`config.mk`:
```
export PLATFORM = sky130hd
export DESIGN_NAME = simon_round_controller
export DESIGN_NICKNAME = d
export VERILOG_FILES = /design/src/rtl/simon_round_controller.sv
export SDC_FILE = /design/constraint.sdc
export NUM_CORES = 1
export LEC_CHECK = 0
export ABC_AREA = 1
export CORE_MARGIN = 2
export CORE_UTILIZATION = 60
export CTS_CLUSTER_SIZE = 20
export DETAILED_ROUTE_END_ITERATION = 8
export MAX_ROUTING_LAYER = met4
export PLACE_DENSITY_LB_ADDON = 0.2
export REMOVE_ABC_BUFFERS = 1
export SLEW_MARGIN = 30
export SYNTH_ARGS = -nofsm -noshare
export SYNTH_HDL_FRONTEND = slang
export SYNTH_SLANG_ARGS = --single-unit
```
`constraint.sdc`:
```
create_clock -name clk -period 3 [get_ports clk]
set_input_delay 0.75 -clock clk [delete_from_list [all_inputs] [get_ports clk]]
set_output_delay 0.75 -clock clk [all_outputs]
set_load 0.02 [all_outputs]
```
`src/rtl/simon_round_controller.sv`:
```
// simon_round_controller
//   Sequences one Simon game: grows a random colour sequence by one entry per
//   round, plays it back on the shared LED/speaker path and checks the
//   player's presses against it.
//
// Ports
//   clk            system clock
//   reset          synchronous active-high reset
//   tick           single-cycle timing enable; all durations are in ticks
//   player_num     decoded button index, sampled on a press edge
//   player_pressed level, high while any button is held
//   simon_turn     1 = controller owns LEDs/speaker, 0 = player owns them
//   simon_num      colour currently played back
//   simon_pressed  playback tone/LED active
//   game_over      wrong press or timeout
//   win            MAX_LEN round completed
//   level          current sequence length, 1..MAX_LEN
module simon_round_controller #(
  parameter int unsigned MAX_LEN       = 16,
  parameter int unsigned ON_TICKS      = 3,
  parameter int unsigned OFF_TICKS     = 1,
  parameter int unsigned TIMEOUT_TICKS = 20,
  parameter logic [7:0]  SEED          = 8'hA5
) (
  input  logic       clk,
  input  logic       reset,
  input  logic       tick,
  input  logic [1:0] player_num,
  input  logic       player_pressed,
  output logic       simon_turn,
  output logic [1:0] simon_num,
  output logic       simon_pressed,
  output logic       game_over,
  output logic       win,
  output logic [4:0] level
);

  localparam int unsigned IW   = (MAX_LEN > 1) ? $clog2(MAX_LEN) : 1;
  localparam int unsigned MAXA = (ON_TICKS > OFF_TICKS) ? ON_TICKS : OFF_TICKS;
  localparam int unsigned MAXT = (TIMEOUT_TICKS > MAXA) ? TIMEOUT_TICKS : MAXA;
  localparam int unsigned CW   = $clog2(MAXT + 1);

  typedef enum logic [2:0] {
    S_GEN,
    S_GAP,
    S_ON,
    S_WAIT_PRESS,
    S_WAIT_RELEASE,
    S_OVER,
    S_WIN
  } state_t;

  state_t        state;
  logic [7:0]    lfsr;
  logic [1:0]    mem [MAX_LEN];
  logic [4:0]    idx;
  logic [CW-1:0] cnt;
  logic          pressed_q;

  logic       press_edge;
  logic       release_edge;
  logic       lfsr_fb;
  logic [4:0] level_m1;

  assign press_edge   = player_pressed & ~pressed_q;
  assign release_edge = ~player_pressed & pressed_q;
  assign lfsr_fb      = lfsr[7] ^ lfsr[5] ^ lfsr[4] ^ lfsr[3];
  assign level_m1     = level - 5'd1;

  // One tick counter is shared: gap length, tone length and the press timeout
  // are never live at the same time. Edges are only acted on in the WAIT and
  // OVER/WIN states, which is what discards input during playback.
  always_ff @(posedge clk) begin
    if (reset) begin
      state         <= S_GEN;
      lfsr          <= SEED;
      idx           <= '0;
      cnt           <= '0;
      pressed_q     <= 1'b0;
      simon_turn    <= 1'b1;
      simon_num     <= '0;
      simon_pressed <= 1'b0;
      game_over     <= 1'b0;
      win           <= 1'b0;
      level         <= 5'd1;
    end else begin
      lfsr      <= {lfsr[6:0], lfsr_fb};
      pressed_q <= player_pressed;

      unique case (state)
        S_GEN: begin
          mem[level_m1[IW-1:0]] <= lfsr[1:0];
          idx   <= '0;
          cnt   <= '0;
          state <= S_GAP;
        end

        S_GAP: begin
          if (tick) begin
            if (cnt == CW'(OFF_TICKS - 1)) begin
              cnt           <= '0;
              simon_num     <= mem[idx[IW-1:0]];
              simon_pressed <= 1'b1;
              state         <= S_ON;
            end else begin
              cnt <= cnt + 1'b1;
            end
          end
        end

        S_ON: begin
          if (tick) begin
            if (cnt == CW'(ON_TICKS - 1)) begin
              cnt           <= '0;
              simon_pressed <= 1'b0;
              if (idx < level_m1) begin
                idx   <= idx + 5'd1;
                state <= S_GAP;
              end else begin
                idx        <= '0;
                simon_turn <= 1'b0;
                state      <= S_WAIT_PRESS;
              end
            end else begin
              cnt <= cnt + 1'b1;
            end
          end
        end

        S_WAIT_PRESS: begin
          // A press arriving with the final timeout tick takes priority.
          if (press_edge) begin
            if (player_num == mem[idx[IW-1:0]]) begin
              state <= S_WAIT_RELEASE;
            end else begin
              game_over  <= 1'b1;
              simon_turn <= 1'b1;
              state      <= S_OVER;
            end
          end else if (tick) begin
            if (cnt == CW'(TIMEOUT_TICKS - 1)) begin
              game_over  <= 1'b1;
              simon_turn <= 1'b1;
              state      <= S_OVER;
            end else begin
              cnt <= cnt + 1'b1;
            end
          end
        end

        S_WAIT_RELEASE: begin
          if (release_edge) begin
            if (idx < level_m1) begin
              idx   <= idx + 5'd1;
              cnt   <= '0;
              state <= S_WAIT_PRESS;
            end else if (level == 5'(MAX_LEN)) begin
              win        <= 1'b1;
              simon_turn <= 1'b1;
              state      <= S_WIN;
            end else begin
              level      <= level + 5'd1;
              simon_turn <= 1'b1;
              state      <= S_GEN;
            end
          end
        end

        S_OVER, S_WIN: begin
          simon_pressed <= 1'b0;
          simon_turn    <= 1'b1;
          if (press_edge) begin
            level     <= 5'd1;
            game_over <= 1'b0;
            win       <= 1'b0;
            state     <= S_GEN;
          end
        end

        default: state <= S_GEN;
      endcase
    end
  end

endmodule

```
## Word-level counts from Yosys, hierarchy flattened

Memory sizes are Yosys's and may differ from the RTL's. A register that Yosys moved wholly into a read port is not among the register bits.
Cells that the tools add are included.

- Add/subtract/negate cells: 4
- $lt $le $gt $ge: 1
- Equality and inequality tests: 27
- Muxes and demuxes: 61
- Bitwise operators: 7
- Reduce and logical (&&, ||, !) cells: 18

Operators by type and width:

| kind | number |
|---|---|
| 5-bit two-way mux | 18 |
| 3-bit two-way mux | 11 |
| 2-bit inequality test (second input constant) | 14 |
| 5-bit case mux with 5 select lines | 1 |
| 5-bit AND reduction | 5 |
| 1-bit two-way mux | 21 |
| 3-bit case mux with 6 select lines | 1 |
| 8-bit AND reduction | 2 |
| 5-bit by 1-bit adder with 5-bit output (second input constant) | 3 |
| 5-bit case mux with 3 select lines | 1 |
| 5-bit == test (second input constant) | 2 |
| 5-bit case mux with 2 select lines | 1 |
| 3-bit == test (second input constant) | 3 |
| 3-bit inequality test (second input constant) | 3 |
| 9-bit AND reduction | 1 |
| 4-bit two-way mux | 2 |
| 3-bit by 2-bit == test with 1-bit output (second input constant) | 2 |
| 3-bit nonzero test | 2 |
| 5-bit by 2-bit == test with 1-bit output (second input constant) | 1 |
| 5-bit logical NOT | 1 |
| 5-bit less-than comparator | 1 |
| 5-bit nonzero test | 1 |
| 5-bit by 1-bit subtractor with 5-bit output (second input constant) | 1 |
| 1-bit case mux with 2 select lines | 2 |
| 13 further kinds | 18 |

- Register bits after elaboration: 33
- Memory bits (writable): 32
- Output and inout port bits: 11
- Word-level logic and storage cells: 130
- Memories kept: 1

Memory list:

| name | depth | width | read ports | clocked after Yosys merged registers in | wr ports | RTL line | RTL |
|---|---|---|---|---|---|---|---|
| mem | 16 | 2 | 1 | 1 | 1 | 55 | `logic [1:0] mem [MAX_LEN];` |

## Longest topological paths before layout

Gate-level depths: netlist (run 1).

- Depth in word-level cells: 8
- Mapped depth: 18

## Worst setup path after synthesis (run 1)

OpenSTA, ideal clock, no wires.

- Path kind: reg2reg
- Start: register level[0]
- End: register cnt[4]
- Library setup time: 0.121 ns
- Data arrival time: 2.299 ns
- Setup slack: 0.580 ns
- Cell stages (with the launch flop): 15
- Buffers on the path: 0
- Clock period less this slack: 2.420 ns
- Path through: dfxtp_1 inv_1 ha_1 xnor2_1 ha_1 a21oi_1 nand2_1 nand2_2 nand2_4 nand2_4 nand2_4 nor3_4 nand3_1 nand2_1 nor2_1

- Longest elaborated chain between the ends: 4

Ends and longest elaborated chain:

| element | RTL line | RTL |
|---|---|---|
| from (decl) | 35 | `output logic [4:0] level` |
| from (signal assigned) | 162 | `level <= level + 5'd1;` |
| 5-bit by 1-bit subtractor with 5-bit output | 68 | `assign level_m1 = level - 5'd1;` |
| 5-bit less-than comparator | 153 | `if (idx < level_m1) begin` |
| 2-bit inequality test (no source line) | - |  |
| 8-bit AND reduction (no source line) | - |  |
| to (signal assigned) | 106 | `cnt <= cnt + 1'b1;` |
| to (signal assigned) | 125 | `cnt <= cnt + 1'b1;` |
| to (signal assigned) | 146 | `cnt <= cnt + 1'b1;` |
| to (decl) | 57 | `logic [CW-1:0] cnt;` |

No other way between the ends.
A chain may end at the register's enable or synchronous reset.

## Worst setup path after layout (run 1)

Same ends and word-level chain as after synthesis.

==> summary.txt, run 1 <==
Global route
  – Total GRT Usage: 0.249
  – Antenna violations before repair: 0
  – Vias in the first global route: 2584
  – First-pass GRT wire length: 12.0 mm
  – Largest net degree at the start of global routing: 21
  – Grt total ovfl: 0

Synth
  – Mapped Cells: 434
  – Post-synth top flop: dfxtp_1
  – Cell Area, Synth: 3610 um2
  – #FFs+latches synth: 69
  – Share of synthesized registers carrying an async set or reset: 0
  – Synth top area cells: edfxtp_1 (27%), dfxtp_1 (21%), nand2_1 (8.7%), nor2_1 (6.3%), nand3_1 (6.2%)
  – Area share of the largest cell type after synthesis: 0.266
  – Most frequent cell after synthesis: nand2_1
  – EDFF count, synth: 32
  – Mapped Avg Cell Area: 8.31 um2
  – Yosys warning count: 0
  – Seq/Total Area, Yosys: 0.472
  – Most frequent cells after synthesis: nand2_1 (84), nor2_1 (61), inv_1 (47)
  – Netlist cell types: 38
  – Synth area leader: edfxtp_1

Timing
  – Final min period: 2.63 ns
  – Max Transition Viols Final: 0
  – Final Hold Viols: 0
  – RSZ-0062 raised after global routing: no
  – Final setup vio count: 0
  – Period utilization: 0.876
  – Final worst slack: 0.373 ns
  – Setup TNS Final: 0 ns
  – Clock Skews: 0.00963 ns
  – Slew Limit Headroom: 0.617
  – Least-Margin Pin Slew: 0.573 ns
  – Max frequency: 381 MHz

Floorplan
  – Die area: 6650 um2
  – Core area: 5850 um2
  – Die X: 81.5 um
  – IO Count: 17
  – Die Y: 81.5 um
  – Rows: 28
  – Initial Util: 0.616

CTS
  – H-tree levels: 3
  – # hold bufs at CTS: 0
  – # clock sinks: 69
  – TritonCTS clock tree: done
  – CTS max path bufs: 2
  – Num CTS Buffers: 9
  – Clk Latency, worst-skew pair: 0.35 ns
  – # resized after CTS: 0
  – Clk pin slew, worst setup/hold paths: 0.08 ns
  – Clk root buf: clkbuf_8
  – Post-CTS setup buffer count: 0

Placement
  – GPL Wtd Cong: 0.932
  – Dpl ws: 0.303 ns
  – Post-DP Area: 3830 um2
  – Port bufs: 16
  – DP HPWL: 5.39 mm

Power
  – Worst vdd ir: 0.439 mV
  – PwrDens: 765 nW/um2
  – Switching pwr: 1.19 mW
  – Clock power share: 0.262
  – Reg power frac: 0.383
  – Cell-internal power: 1.91 mW
  – Gate power share: 0.355
  – Leakage power: 1.67 nW
  – Sw Share: 0.384

Detailed routing
  – DR iter-0 viols: 175
  – Drt pass-1 iters: 4
  – Final routed DRC violation total: 0
  – Vias per inst: 5.31
  – DRT antenna net count: 0
  – Vias: 2853
  – DR WL/cell: 14.1 um
  – WL final: 7.56 mm

Cells and area
  – Final Core Density: 0.694
  – Area taken by multi-input logic gates: 1650 um2
  – Sequential cell area: 1700 um2
  – Fillers: 455
  – Syn-to-layout area delta: 12.6%
  – Final nets: 476
  – Layout cells sized above 1: 0.141
  – Design area: 4060 um2
  – N_diodes: 0

Outcome
  – Status: finished clean

Setup path
  – Crit. End Element: flip-flop
  – R2R depth: 14
  – CP required: 3.24 ns
  – CP max FO: 9
  – Crit path launch type: flip-flop
  – Critical path class: flip-flop to flip-flop
  – Arr. time, crit path: 2.87 ns

Hold path
  – Hold Crit Depth: 1
  – Hold/Removal Path Class: flip-flop to flip-flop

Job
  – Max Cap Viol: 0
## flip-flops by register name, summed over array words and instances, names as in the netlist, named ones only
register,count
level,5
simon_num,2
game_over,1
idx,5
mem,32
simon_turn,1
lfsr,8
state,3
win,1
pressed_q,1
simon_pressed,1
cnt,5
## final cells by class
class                           count  share of cell area
Clock buffer                       13              0.0496
Clock inverter                      3             0.00493
Inverter                           58              0.0548
Multi-Input combinational cell    301               0.405
Sequential cell                    69               0.419
Tap cell                           75              0.0231
Timing Repair Buffer               18              0.0431
## path summary, 6_finish.rpt
path | startpoint | end | slack, ns
hold reg to reg | lfsr[6] | lfsr[7] | 0.41
setup / recovery | level[0] | cnt[4] | 0.37
setup reg to reg | level[0] | cnt[4] | 0.37
hold / removal | lfsr[6] | lfsr[7] | 0.41
## worst max-delay path: stages, from the launching register on
cell and delay [ns]:
dfxtp_1 0.48, inv_1 0.16, ha_1 0.27, xnor2_2 0.26, ha_1 0.29, a21oi_1 0.17, nand2_1 0.09, nand2_2 0.10
nand2_4 0.08, nand2_4 0.11, nand2_4 0.11, nor3_4 0.19, nand3_1 0.09, nand2_1 0.07, nor2_1 0.03
## layer usage
| layer | track usage | wire length, um |
|---|---|---|
| met3 | 0.0659 | 480 |
| met1 | 0.314 | 3340 |
| met4 | 0.0864 | 127 |
| met2 | 0.390 | 3610 |
| met5 | - | 0 |
## cells by family (layout without fill, tap and decap cells)
logic type,Yosys count,in the layout,synth area share
AND/OR/NAND/NOR,236,236,0.321
buffers and inverters,64,92,0.0736
adder cells (fa/ha/maj),13,13,0.0451
XOR/XNOR,7,7,0.0170
flip-flops,69,69,0.472
AO/OA/AOI/OAI,45,45,0.0711
## metrics by stage
stage / instances / hold WS (ns) / power, mW
after floorplan: 428 / 0.388 / 2.01
after global placement: 521 / 0.392 / 2.28
after detailed placement: 521 / 0.395 / 2.30
after CTS: 537 / 0.414 / 3.11
after global routing: 537 / 0.440 / 3.29
final: 537 / 0.412 / 3.11
## layout by cell type (no fill, tap or decap), drive strengths merged, types with 5 or more instances in the layout
cell           instances
nor2                  67
dfxtp                 37
nor3b                  5
a21oi                 18
ha                    13
o21ai                 22
or2                    5
nand2                 99
nand3                 45
nor3                  10
inv                   60
xor2                   5
clkbuf                13
edfxtp                32
clkdlybuf4s50         16
## power by group through the flow
| stage | clock [mW] | sequential, mW | combinational [mW] |
|---|---|---|---|
| 3_3_place_gp | 0 | 1.21 | 1.07 |
| 6_report | 0.816 | 1.19 | 1.10 |
| 3_5_place_dp | 0 | 1.21 | 1.09 |
| 5_1_grt | 0.863 | 1.21 | 1.23 |
| 2_1_floorplan | 0 | 1.22 | 0.797 |
| 4_1_cts | 0.825 | 1.19 | 1.10 |
Note: power is estimated with default switching activity, not from simulation.
==> run 2: changes to the inputs <==
--- a/config.mk
+++ b/config.mk
@@ -6,8 +6,10 @@
 export NUM_CORES = 1
 export LEC_CHECK = 0
 export ABC_AREA = 1
+export CELL_PAD_IN_SITES_DETAIL_PLACEMENT = 1
+export CELL_PAD_IN_SITES_GLOBAL_PLACEMENT = 1
 export CORE_MARGIN = 2
-export CORE_UTILIZATION = 60
+export CORE_UTILIZATION = 46
 export CTS_CLUSTER_SIZE = 20
 export DETAILED_ROUTE_END_ITERATION = 8
 export MAX_ROUTING_LAYER = met4
==> run 2 against run 1 <==
  * Fmax decreased by 0.55%
  * Routed wire length increased by 20%
  * Largest cell class unchanged
  * Worst hold slack got worse by 0.0086 ns
  * First-iteration DRC count decreased by 39%
==> summary.txt, run 2 (same netlist as run 1, synthesis figures left out) <==
Detailed routing
  – DR WL/cell: 16.1 um (was 14.1 um)
  – WL final: 9.10 mm (was 7.56 mm)
  – Drt pass-1 iters: 4 (unchanged)
  – Vias per inst: 5.24 (was 5.31)
  – DR iter-0 viols: 107 (was 175)
  – Final routed DRC violation total: 0 (unchanged)
  – DRT antenna net count: 0 (unchanged)
  – Vias: 2958 (was 2853)

Setup path
  – CP required: 3.24 ns (about the same)
  – Critical path's largest stage delay: 0.50 ns (was 0.48 ns)
  – CP max FO: 9 (unchanged)
  – Crit path launch type: flip-flop (unchanged)
  – CP Depth: 14 (unchanged)
  – Arr. time, crit path: 2.88 ns (was 2.87 ns)
  – R2R Path End: cnt[4] (unchanged)
  – Worst reg2reg startpoint: level[0] (unchanged)
  – R2R depth: 14 (unchanged)
  – Critical path class: flip-flop to flip-flop (unchanged)
  – FF-to-FF setup slack: 0.36 ns (was 0.37 ns)
  – Crit. End Element: flip-flop (unchanged)
  – Cell breakdown of the critical path: inv_1 > ha_1 > xnor2_2 > ha_1 > a21oi_1 > nand2_1 > nand2_2 > nand2_4 > nand2_4 > nand2_4 > nor3_4 > nand3_1 > nand2_1 > nor2_1 (unchanged)
  – WP buf/inv: 1 (unchanged)
  – Most frequent CP cell: nand2_4 (unchanged)
  – CP top delay family: simple AND/OR/NAND/NOR gates (unchanged)
  – Slowest CP cell: dfxtp_1 (unchanged)
  – Critical Path Source: level[0] (unchanged)

Placement
  – GPL Wtd Cong: 0.883 (was 0.932)
  – Post-Place Cells: 548 (was 521)
  – DP HPWL: 6.49 mm (was 5.39 mm)
  – Port bufs: 16 (unchanged)

Outcome
  – Status: finished clean (unchanged)

Power
  – PwrDens: 778 nW/um2 (was 765 nW/um2)
  – Gate power share: 0.357 (was 0.355)
  – Switching pwr: 1.24 mW (was 1.19 mW)
  – Cell-internal power: 1.95 mW (was 1.91 mW)
  – Leakage power: 1.68 nW (was 1.67 nW)
  – Sw Share: 0.389 (was 0.384)
  – Worst vdd ir: 0.300 mV (was 0.439 mV)
  – Clock power share: 0.267 (was 0.262)
  – Reg power frac: 0.375 (was 0.383)

Global route
  – Total GRT Usage: 0.233 (was 0.249)
  – Vias in the first global route: 3112 (was 2584)
  – Grt total ovfl: 0 (unchanged)
  – Largest net degree at the start of global routing: 21 (unchanged)
  – Antenna violations before repair: 0 (unchanged)
  – First-pass GRT wire length: 15.0 mm (was 12.0 mm)

Timing
  – Clock Skews: 0.00710 ns (was 0.00963 ns)
  – Setup TNS Final: 0 ns (unchanged)
  – Final setup vio count: 0 (unchanged)
  – Final Hold Viols: 0 (unchanged)
  – Max frequency: 379 MHz (was 381 MHz)
  – Slew Limit Headroom: 0.592 (was 0.617)
  – RSZ-0062 raised after global routing: no (unchanged)
  – Max Transition Viols Final: 0 (unchanged)
  – Final min period: 2.64 ns (was 2.63 ns)
  – Period utilization: 0.881 (was 0.876)
  – Least-Margin Pin Slew: 0.611 ns (was 0.573 ns)

CTS
  – Num CTS Buffers: 9 (unchanged)
  – H-tree levels: 3 (unchanged)
  – # clock sinks: 69 (unchanged)
  – Clk root buf: clkbuf_8 (unchanged)
  – Post-CTS setup buffer count: 0 (unchanged)
  – CTS max path bufs: 2 (unchanged)
  – Clk Latency, worst-skew pair: 0.35 ns (about the same)
  – # hold bufs at CTS: 0 (unchanged)
  – Clk pin slew, worst setup/hold paths: 0.08 ns (about the same)
  – TritonCTS clock tree: done (unchanged)

Floorplan
  – Initial Util: 0.472 (was 0.616)
  – Rows: 32 (was 28)
  – IO Count: 17 (unchanged)
  – Die area: 8560 um2 (was 6650 um2)
  – Core area: 7650 um2 (was 5850 um2)
  – Die X: 92.5 um (was 81.5 um)
  – Die Y: 92.5 um (was 81.5 um)

Cells and area
  – Max FFs per register: 32 (unchanged)
  – Layout cells sized above 1: 0.141 (unchanged)
  – N_diodes: 0 (unchanged)
  – Most frequent cells in the layout: nand2_1 (84), nor2_1 (61), inv_1 (47) (unchanged)
  – Final nets: 476 (unchanged)
  – Finished Layout Cells: 564 (was 537)
  – Final Core Density: 0.536 (was 0.694)
  – Commonest non-fill, non-tap cell in the layout: nand2_1 (unchanged)
  – Syn-to-layout area delta: 13.8% (was 12.6%)

Hold path
  – Hold Crit Depth: 2 (was 1)
  – Hold Startpoint: lfsr[2] (was lfsr[6])
  – Hold/Removal Path Class: flip-flop to flip-flop (unchanged)
  – Hold endpoint: lfsr[3] (was lfsr[7])

Job
  – Max Cap Viol: 0 (unchanged)
[run 2: cell types whose count changed in the layout (fill, tap and decap cells not counted)]
cell	change
inv_4	-2
clkinv_2	+1
clkinv_4	+2
clkinvlp_4	-1
bufinv_16	+1
clkbuf_16	-1
[run 2: worst max-delay path by stage]
stage	to	slack (ns)
6_report	cnt[4]	0.36
3_3_place_gp	cnt[4]	0.41
5_1_grt	level[2]	0.12
2_1_floorplan	cnt[4]	0.58
4_1_cts	cnt[4]	0.21
3_5_place_dp	cnt[4]	0.35
[run 2: worst register-to-register path, stage by stage (launching register included)]
cell     delay [ns]
dfxtp_1        0.50
inv_1          0.18
ha_1           0.29
xnor2_2        0.25
ha_1           0.30
a21oi_1        0.16
nand2_1        0.08
nand2_2        0.10
nand2_4        0.08
nand2_4        0.11
nand2_4        0.11
nor3_4         0.18
nand3_1        0.09
nand2_1        0.07
nor2_1         0.03
[run 2: final cells by class]
type,count,area (um2)
fillers,927,3540
flip-flops and latches,69,1700
multi-input cells,301,1650
inverters,58,223
clock buffers,12,176
repair buffers,18,175
well taps,102,128
clock inverters,4,52.6
[run 2: metal layers]
layer,track usage,wire (um),vias to the layer above
li1,-,-,1461
met1,0.276,4140,1439
met2,0.406,4580,38
met3,0.0374,204,20
met4,0.0771,173,0
met5,-,0,-
[run 2: repair_timing]
item / in CTS / in global routing
resized for setup: 0 / 1
setup endpoints to repair: 0 / 3
endpoints found under the hold margin: 0 / 0
[run 2: power groups by stage]
| stage | Clock [mW] | Combinational [mW] | Sequential (mW) |
|---|---|---|---|
| after global routing | 0.903 | 1.29 | 1.21 |
| after CTS | 0.866 | 1.15 | 1.20 |
| after floorplan | 0 | 0.797 | 1.22 |
| final | 0.853 | 1.14 | 1.20 |
| after detailed placement | 0 | 1.13 | 1.22 |
| after global placement | 0 | 1.08 | 1.21 |
[run 2: through the flow]
step	total power [mW]	hold slack (ns)	cell area [um2]	worst slack [ns]
2_1_floorplan	2.01	0.388	3560	0.580
3_3_place_gp	2.30	0.398	3870	0.412
3_5_place_dp	2.34	0.397	3870	0.347
4_1_cts	3.22	0.408	4100	0.209
5_1_grt	3.41	0.433	4100	0.117
6_report	3.19	0.404	4100	0.358
